==> src/rtl/mips_instr_encoder_if.sv <==
// Request/write bundle for mips_instr_encoder.
// master drives requests + wr_ready; slave is the encoder.
interface mips_instr_encoder_if #(
  parameter int ADDR_W = 6
);
  logic              in_valid;
  logic              in_ready;
  logic [3:0]        in_kind;
  logic [4:0]        in_rs;
  logic [4:0]        in_rt;
  logic [4:0]        in_rd;
  logic [4:0]        in_shamt;
  logic [5:0]        in_funct;
  logic [15:0]       in_imm;
  logic [25:0]       in_target;
  logic              wr_en;
  logic              wr_ready;
  logic [ADDR_W-1:0] wr_addr;
  logic [31:0]       wr_data;
  logic [ADDR_W:0]   count;
  logic              full;
  logic              err_illegal;

  modport master (
    output in_valid, in_kind, in_rs, in_rt, in_rd,
    output in_shamt, in_funct, in_imm, in_target,
    output wr_ready,
    input  in_ready, wr_en, wr_addr, wr_data,
    input  count, full, err_illegal
  );

  modport slave (
    input  in_valid, in_kind, in_rs, in_rt, in_rd,
    input  in_shamt, in_funct, in_imm, in_target,
    input  wr_ready,
    output in_ready, wr_en, wr_addr, wr_data,
    output count, full, err_illegal
  );
endinterface

==> src/rtl/mips_instr_encoder.sv <==
// Field-level MIPS request -> 32-bit word, written sequentially
// to instruction memory. Ports: clk, reset (async, high), clear
// (sync flush/rewind), bus (slave): in_* request with valid/ready,
// wr_* memory write with backpressure, count, full, err_illegal.
module mips_instr_encoder #(
  parameter int DEPTH     = 64,
  parameter int ADDR_W    = 6,
  parameter int BASE_ADDR = 0
) (
  input  logic clk,
  input  logic reset,
  input  logic clear,
  mips_instr_encoder_if.slave bus
);

  localparam logic [ADDR_W:0] DEPTH_C =
    (ADDR_W+1)'(DEPTH);
  localparam logic [ADDR_W-1:0] BASE_C =
    ADDR_W'(BASE_ADDR);
  localparam logic [ADDR_W-1:0] LAST_C =
    ADDR_W'(BASE_ADDR + DEPTH - 1);

  logic              wr_en_q,   wr_en_d;
  logic [ADDR_W-1:0] wr_addr_q, wr_addr_d;
  logic [31:0]       wr_data_q, wr_data_d;
  logic [ADDR_W:0]   count_q,   count_d;
  logic              err_q,     err_d;

  logic        full;
  logic        in_ready;
  logic        accept;
  logic        commit;
  logic        legal;
  logic [31:0] word;

  always_comb begin
    word  = '0;
    legal = 1'b1;
    unique case (bus.in_kind)
      4'd0: word = {6'h00, bus.in_rs, bus.in_rt,
                    bus.in_rd, bus.in_shamt,
                    bus.in_funct};
      4'd1: word = {6'h08, bus.in_rs, bus.in_rt,
                    bus.in_imm};
      4'd2: word = {6'h0D, bus.in_rs, bus.in_rt,
                    bus.in_imm};
      4'd3: word = {6'h0F, 5'd0, bus.in_rt,
                    bus.in_imm};
      4'd4: word = {6'h04, bus.in_rs, bus.in_rt,
                    bus.in_imm};
      4'd5: word = {6'h05, bus.in_rs, bus.in_rt,
                    bus.in_imm};
      4'd6: word = {6'h0C, bus.in_rs, bus.in_rt,
                    bus.in_imm};
      4'd7: word = {6'h23, bus.in_rs, bus.in_rt,
                    bus.in_imm};
      4'd8: word = {6'h2B, bus.in_rs, bus.in_rt,
                    bus.in_imm};
      4'd9: word = {6'h02, bus.in_target};
      default: legal = 1'b0;
    endcase
  end

  // The pending word counts toward capacity so that no request
  // is accepted once every slot is committed or in flight.
  assign full = (count_q + {{ADDR_W{1'b0}}, wr_en_q})
                == DEPTH_C;
  assign in_ready = !full && !clear
                    && (!wr_en_q || bus.wr_ready);
  assign accept = bus.in_valid && in_ready;
  assign commit = wr_en_q && bus.wr_ready;

  always_comb begin
    wr_en_d   = wr_en_q;
    wr_addr_d = wr_addr_q;
    wr_data_d = wr_data_q;
    count_d   = count_q;
    err_d     = 1'b0;
    if (clear) begin
      wr_en_d   = 1'b0;
      wr_addr_d = BASE_C;
      count_d   = '0;
    end else begin
      if (commit) begin
        wr_en_d = 1'b0;
        count_d = count_q + (ADDR_W+1)'(1);
        // Address parks on the last slot instead of wrapping.
        if (wr_addr_q != LAST_C)
          wr_addr_d = wr_addr_q + ADDR_W'(1);
      end
      if (accept) begin
        if (legal) begin
          wr_en_d   = 1'b1;
          wr_data_d = word;
        end else begin
          err_d = 1'b1;
        end
      end
    end
  end

  always_ff @(posedge clk or posedge reset) begin
    if (reset) begin
      wr_en_q   <= 1'b0;
      wr_addr_q <= BASE_C;
      wr_data_q <= '0;
      count_q   <= '0;
      err_q     <= 1'b0;
    end else begin
      wr_en_q   <= wr_en_d;
      wr_addr_q <= wr_addr_d;
      wr_data_q <= wr_data_d;
      count_q   <= count_d;
      err_q     <= err_d;
    end
  end

  assign bus.in_ready    = in_ready;
  assign bus.wr_en       = wr_en_q;
  assign bus.wr_addr     = wr_addr_q;
  assign bus.wr_data     = wr_data_q;
  assign bus.count       = count_q;
  assign bus.full        = full;
  assign bus.err_illegal = err_q;

endmodule
==> src/flat_wrapper.sv <==
// flat-port wrapper written by rule: the top's interface ports become plain ports
module mips_instr_encoder_flat 
#(
  parameter int DEPTH     = 64,
  parameter int ADDR_W    = 6,
  parameter int BASE_ADDR = 0
)
  (clk, reset, clear, bus_in_valid, bus_in_kind, bus_in_rs, bus_in_rt, bus_in_rd, bus_in_shamt, bus_in_funct, bus_in_imm, bus_in_target, bus_wr_ready, bus_in_ready, bus_wr_en, bus_wr_addr, bus_wr_data, bus_count, bus_full, bus_err_illegal);
  mips_instr_encoder_if #(.ADDR_W(ADDR_W)) bus_i ();
  input  logic clk;
  input  logic reset;
  input  logic clear;
  input wire logic [$bits(bus_i.in_valid)-1:0] bus_in_valid;
  input wire logic [$bits(bus_i.in_kind)-1:0] bus_in_kind;
  input wire logic [$bits(bus_i.in_rs)-1:0] bus_in_rs;
  input wire logic [$bits(bus_i.in_rt)-1:0] bus_in_rt;
  input wire logic [$bits(bus_i.in_rd)-1:0] bus_in_rd;
  input wire logic [$bits(bus_i.in_shamt)-1:0] bus_in_shamt;
  input wire logic [$bits(bus_i.in_funct)-1:0] bus_in_funct;
  input wire logic [$bits(bus_i.in_imm)-1:0] bus_in_imm;
  input wire logic [$bits(bus_i.in_target)-1:0] bus_in_target;
  input wire logic [$bits(bus_i.wr_ready)-1:0] bus_wr_ready;
  output wire logic [$bits(bus_i.in_ready)-1:0] bus_in_ready;
  output wire logic [$bits(bus_i.wr_en)-1:0] bus_wr_en;
  output wire logic [$bits(bus_i.wr_addr)-1:0] bus_wr_addr;
  output wire logic [$bits(bus_i.wr_data)-1:0] bus_wr_data;
  output wire logic [$bits(bus_i.count)-1:0] bus_count;
  output wire logic [$bits(bus_i.full)-1:0] bus_full;
  output wire logic [$bits(bus_i.err_illegal)-1:0] bus_err_illegal;
  assign bus_i.in_valid = bus_in_valid;
  assign bus_i.in_kind = bus_in_kind;
  assign bus_i.in_rs = bus_in_rs;
  assign bus_i.in_rt = bus_in_rt;
  assign bus_i.in_rd = bus_in_rd;
  assign bus_i.in_shamt = bus_in_shamt;
  assign bus_i.in_funct = bus_in_funct;
  assign bus_i.in_imm = bus_in_imm;
  assign bus_i.in_target = bus_in_target;
  assign bus_i.wr_ready = bus_wr_ready;
  assign bus_in_ready = bus_i.in_ready;
  assign bus_wr_en = bus_i.wr_en;
  assign bus_wr_addr = bus_i.wr_addr;
  assign bus_wr_data = bus_i.wr_data;
  assign bus_count = bus_i.count;
  assign bus_full = bus_i.full;
  assign bus_err_illegal = bus_i.err_illegal;
  mips_instr_encoder #(.DEPTH(DEPTH), .ADDR_W(ADDR_W), .BASE_ADDR(BASE_ADDR)) u_core (.clk(clk), .reset(reset), .clear(clear), .bus(bus_i));
endmodule
==> config.mk <==
export PLATFORM = sky130hd
export DESIGN_NAME = mips_instr_encoder_flat
export DESIGN_NICKNAME = d
export VERILOG_FILES = /design/src/rtl/mips_instr_encoder_if.sv /design/src/rtl/mips_instr_encoder.sv /design/src/flat_wrapper.sv
export SDC_FILE = /design/constraint.sdc
export NUM_CORES = 1
export LEC_CHECK = 0
export ABC_AREA = 1
export ABC_CLOCK_PERIOD_IN_PS = 3500
export CAP_MARGIN = 0
export CELL_PAD_IN_SITES_DETAIL_PLACEMENT = 0
export CELL_PAD_IN_SITES_GLOBAL_PLACEMENT = 1
export CORE_ASPECT_RATIO = 2
export CORE_MARGIN = 5
export CORE_UTILIZATION = 30
export DETAILED_ROUTE_END_ITERATION = 12
export PLACE_DENSITY = 0.91
export REMOVE_ABC_BUFFERS = 1
export SLEW_MARGIN = 10
export SYNTH_ARGS = -nofsm -noshare
export SYNTH_HDL_FRONTEND = slang
export SYNTH_SLANG_ARGS = --single-unit
==> constraint.sdc <==
create_clock -name clk -period 3.5 [get_ports clk]
set_clock_uncertainty 0.1 [all_clocks]
set_input_delay 0.525 -clock clk [delete_from_list [all_inputs] [get_ports clk]]
set_output_delay 0.525 -clock clk [all_outputs]
set_load 0.005 [all_outputs]
==> results.ini <==
[floorplan]
num_io_pins = 126
die_area_sq_um = 10920
num_rows = 48
die_y_um = 142.9
die_w_um = 76.43
start_util_pct = 30.61
fp.coreArea_sq_um = 8648

[detailed_routing]
wl_met1_mm = 2.950
routedWlPerCell_um = 13.86
vias = 2704
highest_layer = met4
ant_nets = 0
dr_wl_met3_um = 422
dr.pass1.iters = 4
met2_length_mm = 4.588
via_per_inst = 4.591
routed_wl_mm = 8.164
drc = 0
drt_iter0_drc = 101

[outcome]
status = completed

[timing]
worst_slack_ns = 0.5990
min_period_ns = 2.901
rsz0062_at_grt = no
maxSlewHeadroom_pct = 34.09
fmax_mhz = 344.7
hold_viol_final = 0
setup-tns-final_ns = 0
slew_violations = 0
timing.final.crit_share_pct = 82.89
whs_ns = 0.3796
worst_pin_slew_ns = 0.9872
setup_viol_count_final = 0

[critical_path]
r2r_slack_ns = 1.02
worstSetupEndpointType = output pin
worst_path_max_delay_cell = clkdlybuf4s50_1
slowest_delay_ns = 0.46
cp.required_ns = 2.87
path_max_fanout = 5
critPathLaunchType = register
worstPathArrival_ns = 2.28
path_class = reg -> out
path_cells = ha_1 > ha_1 > nor2_1 > nand2_1 > nor2_1 > nand3_4 > inv_1 > nor3_1 > clkdlybuf4s50_1

[power_and_ir_drop]
total_power_mw = 1.683
peakVddDrop_uv = 226.8
leakage_nw = 1.996
power.density_nw_per_um2 = 410.0

[clocking]
clk_latency_ns = 0.29
postCtsResizedCells = 0
numCtsBuffers = 5
clk_pin_slew_worst_paths_ns = 0.07
htreeDepth = 2
hold_buffers = 0
cts_num_sinks = 46
cts.root.buffer_cell = clkbuf_16
clk_path_buf_depth = 2
cts_setup_buffers = 0
cts_tree = done

[layout]
areaGrowthSynthToFinish_pct = 55.06
utilization_pct = 47.47
final_cell_mix = 173 x nand2_1, 124 x clkdlybuf4s50_1, 46 x dfrtp_1, 28 x inv_1, 26 x nand3_1
nets = 569
num_antenna_cells = 0
final_common_cell = nand2_1
stdcell_count = 589
final_area_sq_um = 4105
drive_gt1_share_pct = 6.339

[synthesis]
ys_types = 27
synth_warnings = 0
synth.avg_cell_area_sq_um = 7.175
netlist_instances = 369
synth_seq_cells = 46
ys_seq_area_share_pct = 43.48
syn_area_sq_um = 2648

[global_routing]
overflow = 0
antenna_found_initial = 0
grt_max_degree = 47
grt.total_usage_pct = 14.59
grt_pass1_wl_mm = 12.80
grt_pass1_vias = 2674

[job]
max-cap-violations = 0

[place]
gp_congestion = 0.8419
dp_slack_ns = 0.7293
dpl.hpwl_mm = 6.326
numPortBuffers = 124
dp_cells = 581
postPlaceCellArea_sq_um = 3911

[min_path]
hp-class = reg -> reg

## cell families (layout without fill, tap and decap cells)
family / count (synthesis) / count (layout) / share of synthesized area (%)
AOI/OAI and AO/OA: 33 / 33 / 7.231
other: 1 / 1 / 0.1416
adders and majority gates: 4 / 4 / 1.890
and+or+nand+nor: 239 / 239 / 38.56
buffers and inverters: 46 / 166 / 8.695
DFF: 46 / 46 / 43.48
## area by class of cell
type	count	area (sq um)
clock inverter	3	68.82
multi-input combinational	277	1266
inverter	34	127.6
clock buffer	5	125.1
sequential	46	1151
fill	878	4543
timing repair buffer	124	1241
tap	100	125.1
## where the power goes
part           total (mW)  internal, mW  switching, mW
clock               0.614         0.410          0.204
sequential          0.652         0.606         0.0463
combinational       0.416         0.253          0.163
total                1.68          1.27          0.413
## synth_stat cells
library cell    n  area (sq um)
buf_4           6         45.04
buf_2           1         5.000
nand4_2         1         12.51
nor3_1          3         15.01
o21ai_0        14         70.07
nand4_1         1         6.260
buf_8           1         15.01
nor2_2          2         12.51
nand2_2        11         68.82
o21ai_1         1         5.000
a211oi_1        1         7.510
inv_1          29         108.9
inv_2           5         18.77
a22o_1          5         43.79
conb_1          1         3.750
a21oi_1        10         50.05
nand3_4         2         35.03
nor2_1         19         71.32
o21bai_1        1         7.510
dfrtp_1        46          1151
buf_6           3         33.78
nor2_8          1         20.02
nand3_1        26         130.1
nand2_1       173         649.4
o21a_1          1         7.510
ha_1            4         50.05
clkbuf_1        1         3.750
## routing by layer
layer,GRT usage (%),up-vias
met4,6.359,0
met1,13.87,1227
met3,2.904,12
met5,0,-
li1,-,1384
met2,29.25,81
## state kept, by name, summed over array words and instances, names as in the netlist
register / count
u_core.bus.wr_addr: 6
u_core.bus.err_illegal: 1
u_core.bus.wr_data: 31
u_core.bus.wr_en: 1
u_core.bus.count: 7
## final timing paths
| kind | from | endpoint | cells past startpoint |
|---|---|---|---|
| hold / removal | u_core.bus.wr_data[20]$_DFFE_PP0P_ | u_core.bus.wr_data[20]$_DFFE_PP0P_ | 2 |
| min in group asynchronous | reset | u_core.bus.wr_addr[3]$_DFFE_PP0P_ | 2 |
| setup reg to reg | u_core.bus.count[0]$_DFFE_PP0P_ | u_core.bus.wr_data[17]$_DFFE_PP0P_ | 9 |
| setup / recovery | u_core.bus.count[0]$_DFFE_PP0P_ | bus_in_ready | 9 |
| max in group asynchronous | reset | u_core.bus.wr_data[29]$_DFFE_PP0P_ | 2 |
| hold reg to reg | u_core.bus.wr_data[20]$_DFFE_PP0P_ | u_core.bus.wr_data[20]$_DFFE_PP0P_ | 2 |
## worst max-delay path, delay by kind of cell, from the launching register on
family | cells | cell delay, ns
adder cells (fa/ha/maj) | 2 | 0.51
AND/OR/NAND/NOR | 5 | 0.49
buffers and inverters | 2 | 0.55
flip-flops | 1 | 0.44
Power figures use the tool's default switching activity.
